--- src/rtl/icache_refill_unit_if.sv ---
// icache_refill_unit_if: shared RAM read port plus the instruction-cache fill bus
interface icache_refill_unit_if #(
    parameter int ADDR_W = 32,
    parameter int INST_W = 32
);
    logic              mem_req_out;
    logic              mem_gnt_in;
    logic [ADDR_W-1:0] mem_a_out;
    logic [7:0]        mem_din_in;
    logic              ram_bus_en_out;
    logic [ADDR_W-1:0] ram_bus_pc_out;
    logic [INST_W-1:0] ram_bus_inst_out;

    modport master (
        output mem_req_out, mem_a_out, ram_bus_en_out, ram_bus_pc_out, ram_bus_inst_out,
        input  mem_gnt_in, mem_din_in
    );

    modport slave (
        input  mem_req_out, mem_a_out, ram_bus_en_out, ram_bus_pc_out, ram_bus_inst_out,
        output mem_gnt_in, mem_din_in
    );
endinterface

--- src/rtl/icache_refill_unit.sv ---
// icache_refill_unit: reads the 4 bytes of a missing word and pulses one cache fill
module icache_refill_unit #(
    parameter int ADDR_W = 32,
    parameter int INST_W = 32
) (
    input  logic                 clk_in,
    input  logic                 rst_in,
    input  logic                 rdy_in,
    input  logic                 flush_in,
    input  logic                 miss_in,
    input  logic [ADDR_W-1:0]    miss_pc_in,
    icache_refill_unit_if.master bus
);
    typedef enum logic [1:0] {IDLE, REQ, READ, DONE} state_t;

    state_t            state, state_nxt;
    logic [2:0]        cnt, cnt_nxt;
    logic [ADDR_W-1:0] lpc;
    logic [INST_W-1:0] line_buf;
    logic              fill_q;
    logic [1:0]        k;

    // byte lane of the data arriving now: the index issued one cycle earlier
    assign k = cnt[1:0] - 2'd1;
    assign bus.ram_bus_pc_out = lpc;
    assign bus.ram_bus_inst_out = line_buf;

    // state register, frozen while rdy_in is low
    always_ff @(posedge clk_in or negedge rst_in)
        if (!rst_in) state <= IDLE;
        else if (rdy_in) state <= state_nxt;

    // next state, counter and bus outputs; flush overrides everything
    always_comb begin
        state_nxt = state;
        cnt_nxt = cnt;
        bus.mem_req_out = 1'b0;
        bus.mem_a_out = '0;
        bus.ram_bus_en_out = 1'b0;
        case (state)
            IDLE: if (miss_in && !fill_q) state_nxt = REQ;
            REQ: begin
                bus.mem_req_out = 1'b1;
                bus.mem_a_out = lpc;
                if (bus.mem_gnt_in) begin
                    state_nxt = READ;
                    cnt_nxt = 3'd1;
                end
            end
            READ: begin
                bus.mem_req_out = 1'b1;
                bus.mem_a_out = lpc + ADDR_W'(cnt[2] ? 3'd3 : cnt);
                if (cnt[2]) state_nxt = DONE;
                else cnt_nxt = cnt + 3'd1;
            end
            DONE: begin
                bus.ram_bus_en_out = 1'b1;
                state_nxt = IDLE;
                cnt_nxt = '0;
            end
            default: state_nxt = IDLE;
        endcase
        if (flush_in) begin
            state_nxt = IDLE;
            cnt_nxt = '0;
            bus.ram_bus_en_out = 1'b0;
        end
    end

    // counter, latched word address, little-endian assembly, last-cycle fill flag
    always_ff @(posedge clk_in or negedge rst_in)
        if (!rst_in) begin
            cnt <= '0;
            lpc <= '0;
            line_buf <= '0;
            fill_q <= 1'b0;
        end else if (rdy_in) begin
            cnt <= cnt_nxt;
            fill_q <= bus.ram_bus_en_out;
            if (state == IDLE && state_nxt == REQ) lpc <= miss_pc_in & ~ADDR_W'(3);
            if (state == READ && !flush_in) line_buf[{k, 3'b000} +: 8] <= bus.mem_din_in;
        end
endmodule

--- src/flat_wrapper.sv ---
// flat-port wrapper written by rule: the top's interface ports become plain ports
module icache_refill_unit_flat 
#(
    parameter int ADDR_W = 32,
    parameter int INST_W = 32
)
  (clk_in, rst_in, rdy_in, flush_in, miss_in, miss_pc_in, bus_mem_req_out, bus_mem_a_out, bus_ram_bus_en_out, bus_ram_bus_pc_out, bus_ram_bus_inst_out, bus_mem_gnt_in, bus_mem_din_in);
  icache_refill_unit_if #(.ADDR_W(ADDR_W), .INST_W(INST_W)) bus_i ();
  input  logic clk_in;
  input  logic rst_in;
  input  logic rdy_in;
  input  logic flush_in;
  input  logic miss_in;
  input  logic [ADDR_W-1:0] miss_pc_in;
  output wire logic [$bits(bus_i.mem_req_out)-1:0] bus_mem_req_out;
  output wire logic [$bits(bus_i.mem_a_out)-1:0] bus_mem_a_out;
  output wire logic [$bits(bus_i.ram_bus_en_out)-1:0] bus_ram_bus_en_out;
  output wire logic [$bits(bus_i.ram_bus_pc_out)-1:0] bus_ram_bus_pc_out;
  output wire logic [$bits(bus_i.ram_bus_inst_out)-1:0] bus_ram_bus_inst_out;
  input wire logic [$bits(bus_i.mem_gnt_in)-1:0] bus_mem_gnt_in;
  input wire logic [$bits(bus_i.mem_din_in)-1:0] bus_mem_din_in;
  assign bus_mem_req_out = bus_i.mem_req_out;
  assign bus_mem_a_out = bus_i.mem_a_out;
  assign bus_ram_bus_en_out = bus_i.ram_bus_en_out;
  assign bus_ram_bus_pc_out = bus_i.ram_bus_pc_out;
  assign bus_ram_bus_inst_out = bus_i.ram_bus_inst_out;
  assign bus_i.mem_gnt_in = bus_mem_gnt_in;
  assign bus_i.mem_din_in = bus_mem_din_in;
  icache_refill_unit #(.ADDR_W(ADDR_W), .INST_W(INST_W)) u_core (.clk_in(clk_in), .rst_in(rst_in), .rdy_in(rdy_in), .flush_in(flush_in), .miss_in(miss_in), .miss_pc_in(miss_pc_in), .bus(bus_i));
endmodule
--- config.mk ---
export PLATFORM = sky130hd
export DESIGN_NAME = icache_refill_unit_flat
export DESIGN_NICKNAME = d
export VERILOG_FILES = /design/src/rtl/icache_refill_unit_if.sv /design/src/rtl/icache_refill_unit.sv /design/src/flat_wrapper.sv
export SDC_FILE = /design/constraint.sdc
export NUM_CORES = 1
export LEC_CHECK = 0
export CAP_MARGIN = 15
export CORE_MARGIN = 2
export CORE_UTILIZATION = 30
export DETAILED_ROUTE_END_ITERATION = 8
export PLACE_DENSITY_LB_ADDON = 0.1
export SLEW_MARGIN = 20
export SYNTH_ARGS = -nofsm -noshare
export SYNTH_HDL_FRONTEND = slang
export SYNTH_SLANG_ARGS = --single-unit
--- constraint.sdc ---
create_clock -name clk_in -period 4.3 [get_ports clk_in]
set_clock_uncertainty 0.15 [all_clocks]
set_input_delay 0.645 -clock clk_in [delete_from_list [all_inputs] [get_ports clk_in]]
set_output_delay 0.645 -clock clk_in [all_outputs]
set_load 0.02 [all_outputs]
==> results.sh <==
export IMPL_drv_cap=0
export IMPL_hold_violations=0
export IMPL_r2r_start="u_core.state[0]"
export IMPL_htreeDepth=3
export IMPL_ant_nets=0
export IMPL_wl_per_cell_um=14.5
export IMPL_arrival_ps=2790
export IMPL_synth_avg_cell_area_um2=10.9
export IMPL_cts_hold_buf=0
export IMPL_port_buffers=139
export IMPL_tightest_slew_ps=913
export IMPL_drive_gt1_frac=0.117
export IMPL_pin_count=144
export IMPL_p_sw_frac=0.339
export IMPL_min_delay_path_class="input pin to async pin"
export IMPL_slew_violations=0
export IMPL_die_h_um=108
export IMPL_switchingPower_uw=967
export IMPL_fin_crit_sh=0.833
export IMPL_synth_common_cells="nand2_1, dfrtp_1, o21ai_0, and2_1, mux2_4"
export IMPL_core_area_mm2=0.0107
export IMPL_antenna_found_initial=0
export IMPL_finalCriticalPeriod_ps=3580
export IMPL_combPwrFrac=0.446
export IMPL_area_growth_pct=53.1
export IMPL_clk_latency_ps=340
export IMPL_synth_seq_cells=68
export IMPL_yosysSeqAreaShare=0.522
export IMPL_power_density_mw_per_mm2=572
export IMPL_ys_flop_type="dfrtp_1"
export IMPL_synth_most_common_cell="nand2_1"
export IMPL_tritoncts="built"
export IMPL_utilization=0.467
export IMPL_dr_pass1_iters=4
export IMPL_grt_max_degree=39
export IMPL_postLayoutCellArea_mm2=0.00499
export IMPL_clock_path_buffers=2
export IMPL_syn_area_mm2=0.00326
export IMPL_first_iter_violations=97
export IMPL_synth_top_area_frac=0.522
export IMPL_placedInstanceArea_mm2=0.00475
export IMPL_root_buffer="clkbuf_8"
export IMPL_timing_hold_ws_ps=274
export IMPL_start_util=0.305
export IMPL_via_per_inst=4.39
export IMPL_synth_cell_type_count=34
export IMPL_netlist_instances=300
export IMPL_p_seq_frac=0.333
export IMPL_cts_buffers=9
export IMPL_status="finished clean"
export IMPL_synthArstFlopShare=1.00
export IMPL_critical_path_class="register to output pin"
export IMPL_path_cells="inv_1 -> ha_1 -> o21a_1 -> and2_1 -> clkdlybuf4s50_1"
export IMPL_track_usage=0.147
export IMPL_cp_max_fo=30
export IMPL_grt_pass1_vias=2488
export IMPL_reg2reg_depth=8
export IMPL_dp_hpwl_um=6170
export IMPL_drc=0
export IMPL_cts_resized=0
export IMPL_synth_top_area_cell="dfrtp_1"
export IMPL_rsz0062_at_grt="no"
export IMPL_grt_pass1_wl_um=13100
export IMPL_relSlewSlack=0.387
export IMPL_critPathLaunchType="register"
export IMPL_grt_overflow=0
export IMPL_p_int_mw=1.89
export IMPL_cp_startpoint="u_core.state[1]"
export IMPL_critPathSlowestCell="o21a_1"
export IMPL_final_nets=495
export IMPL_critical_path_required_ps=3500
export IMPL_num_rows=38
export IMPL_antenna_cells=0
export IMPL_design_die_area_mm2=0.0117
export IMPL_synth_area_top_cells="dfrtp_1, mux2_4, nand2_1"
export IMPL_ys_warnings_count=0
export IMPL_power_leakage_nw=2.09
export IMPL_ir_drop_mv=0.314
export IMPL_path_clk_slew_ps=80
export IMPL_fin_setup_tns_ps=0
export IMPL_max_freq_ghz=0.279
export IMPL_setup_violations=0
export IMPL_gp_congestion=0.762
export IMPL_clock_sinks=68
export IMPL_endpoint_kind="output pin"
export IMPL_slowest_delay_ps=650
export IMPL_p_clk_frac=0.221
export IMPL_drt_total_wl_um=8440
export IMPL_post_cts_repair_setup_buffers=0
export IMPL_synth_edf_count=0
export IMPL_dr_total_vias=2561
export IMPL_die_w_um=108
-- final timing paths --
kind                                                    to  slack (ps)
hold reg to reg            u_core.bus.ram_bus_inst_out[17]         330
min in group clk_in        u_core.bus.ram_bus_inst_out[17]         330
setup reg to reg             u_core.bus.ram_bus_pc_out[29]        1670
hold / removal              u_core.bus.ram_bus_inst_out[1]         270
max in group asynchronous  u_core.bus.ram_bus_inst_out[28]        2780
setup / recovery                          bus_mem_a_out[2]         720
-- placed cells by master, fill, tap and decap left out, drive strengths merged, types with 4 or more instances in the layout --
cell / instances
clkdlybuf4s50: 138
nand2: 72
dfrtp: 68
o21ai: 34
and2: 31
mux2: 31
ha: 10
clkbuf: 9
nor2: 8
inv: 5
a21oi: 4
-- flip-flops by register name, summed over array words and instances, names as in the netlist --
signal / cells
u_core.fill_q: 1
u_core.cnt: 3
u_core.state: 2
u_core.bus.ram_bus_pc_out: 30
u_core.bus.ram_bus_inst_out: 32
-- stage by stage --
stage / setup slack (ps) / power [mW] / std cells
after floorplan: 1960 / 1.68 / 301
after global placement: 1100 / 2.23 / 568
after detailed placement: 1040 / 2.24 / 568
after CTS: 639 / 2.90 / 583
after global routing: 482 / 3.02 / 583
final: 716 / 2.85 / 583
-- final cells by class --
cell class / instances / area (um2)
Timing Repair Buffer: 141 / 1400
Sequential cell: 68 / 1700
Multi-Input combinational cell: 214 / 1460
Clock inverter: 6 / 114
Clock buffer: 9 / 124
Tap cell: 140 / 175
Fill cell: 1036 / 5710
Inverter: 5 / 18.8
-- critical path, delay by kind of cell, from the launching register on --
kind | cells | cell delay, ps
adder cells (fa/ha/maj) | 1 | 370
buffers and inverters | 2 | 730
AO/OA/AOI/OAI | 1 | 650
AND/OR/NAND/NOR | 1 | 240
flip-flops | 1 | 440
-- power groups by stage --
stage	logic, mW	registers, mW	clock network (mW)
2_1_floorplan	0.566	1.12	0
3_3_place_gp	1.27	0.958	0
3_5_place_dp	1.29	0.957	0
4_1_cts	1.29	0.954	0.657
5_1_grt	1.36	0.980	0.679
6_report	1.27	0.949	0.632
-- cell families (layout without fill, tap and decap cells) --
logic type | Yosys count | in the layout | synth area share
fa+ha+maj | 10 | 10 | 0.0384
buf+inv | 19 | 161 | 0.0326
mux | 32 | 32 | 0.145
compound gates | 46 | 46 | 0.0771
simple gates | 124 | 124 | 0.184
flops | 68 | 68 | 0.522
other cells | 1 | 2 | 0.00115
-- metal layers --
metal / vias to the layer above / part of all wire / global-route usage
li1: 1259 / - / -
met1: 1208 / 0.44 / 0.196
met2: 86 / 0.48 / 0.229
met3: 8 / 0.065 / 0.0374
met4: 0 / 0.012 / 0.0549
met5: - / 0 / 0
No activity file was read; power rests on OpenSTA's default activity.
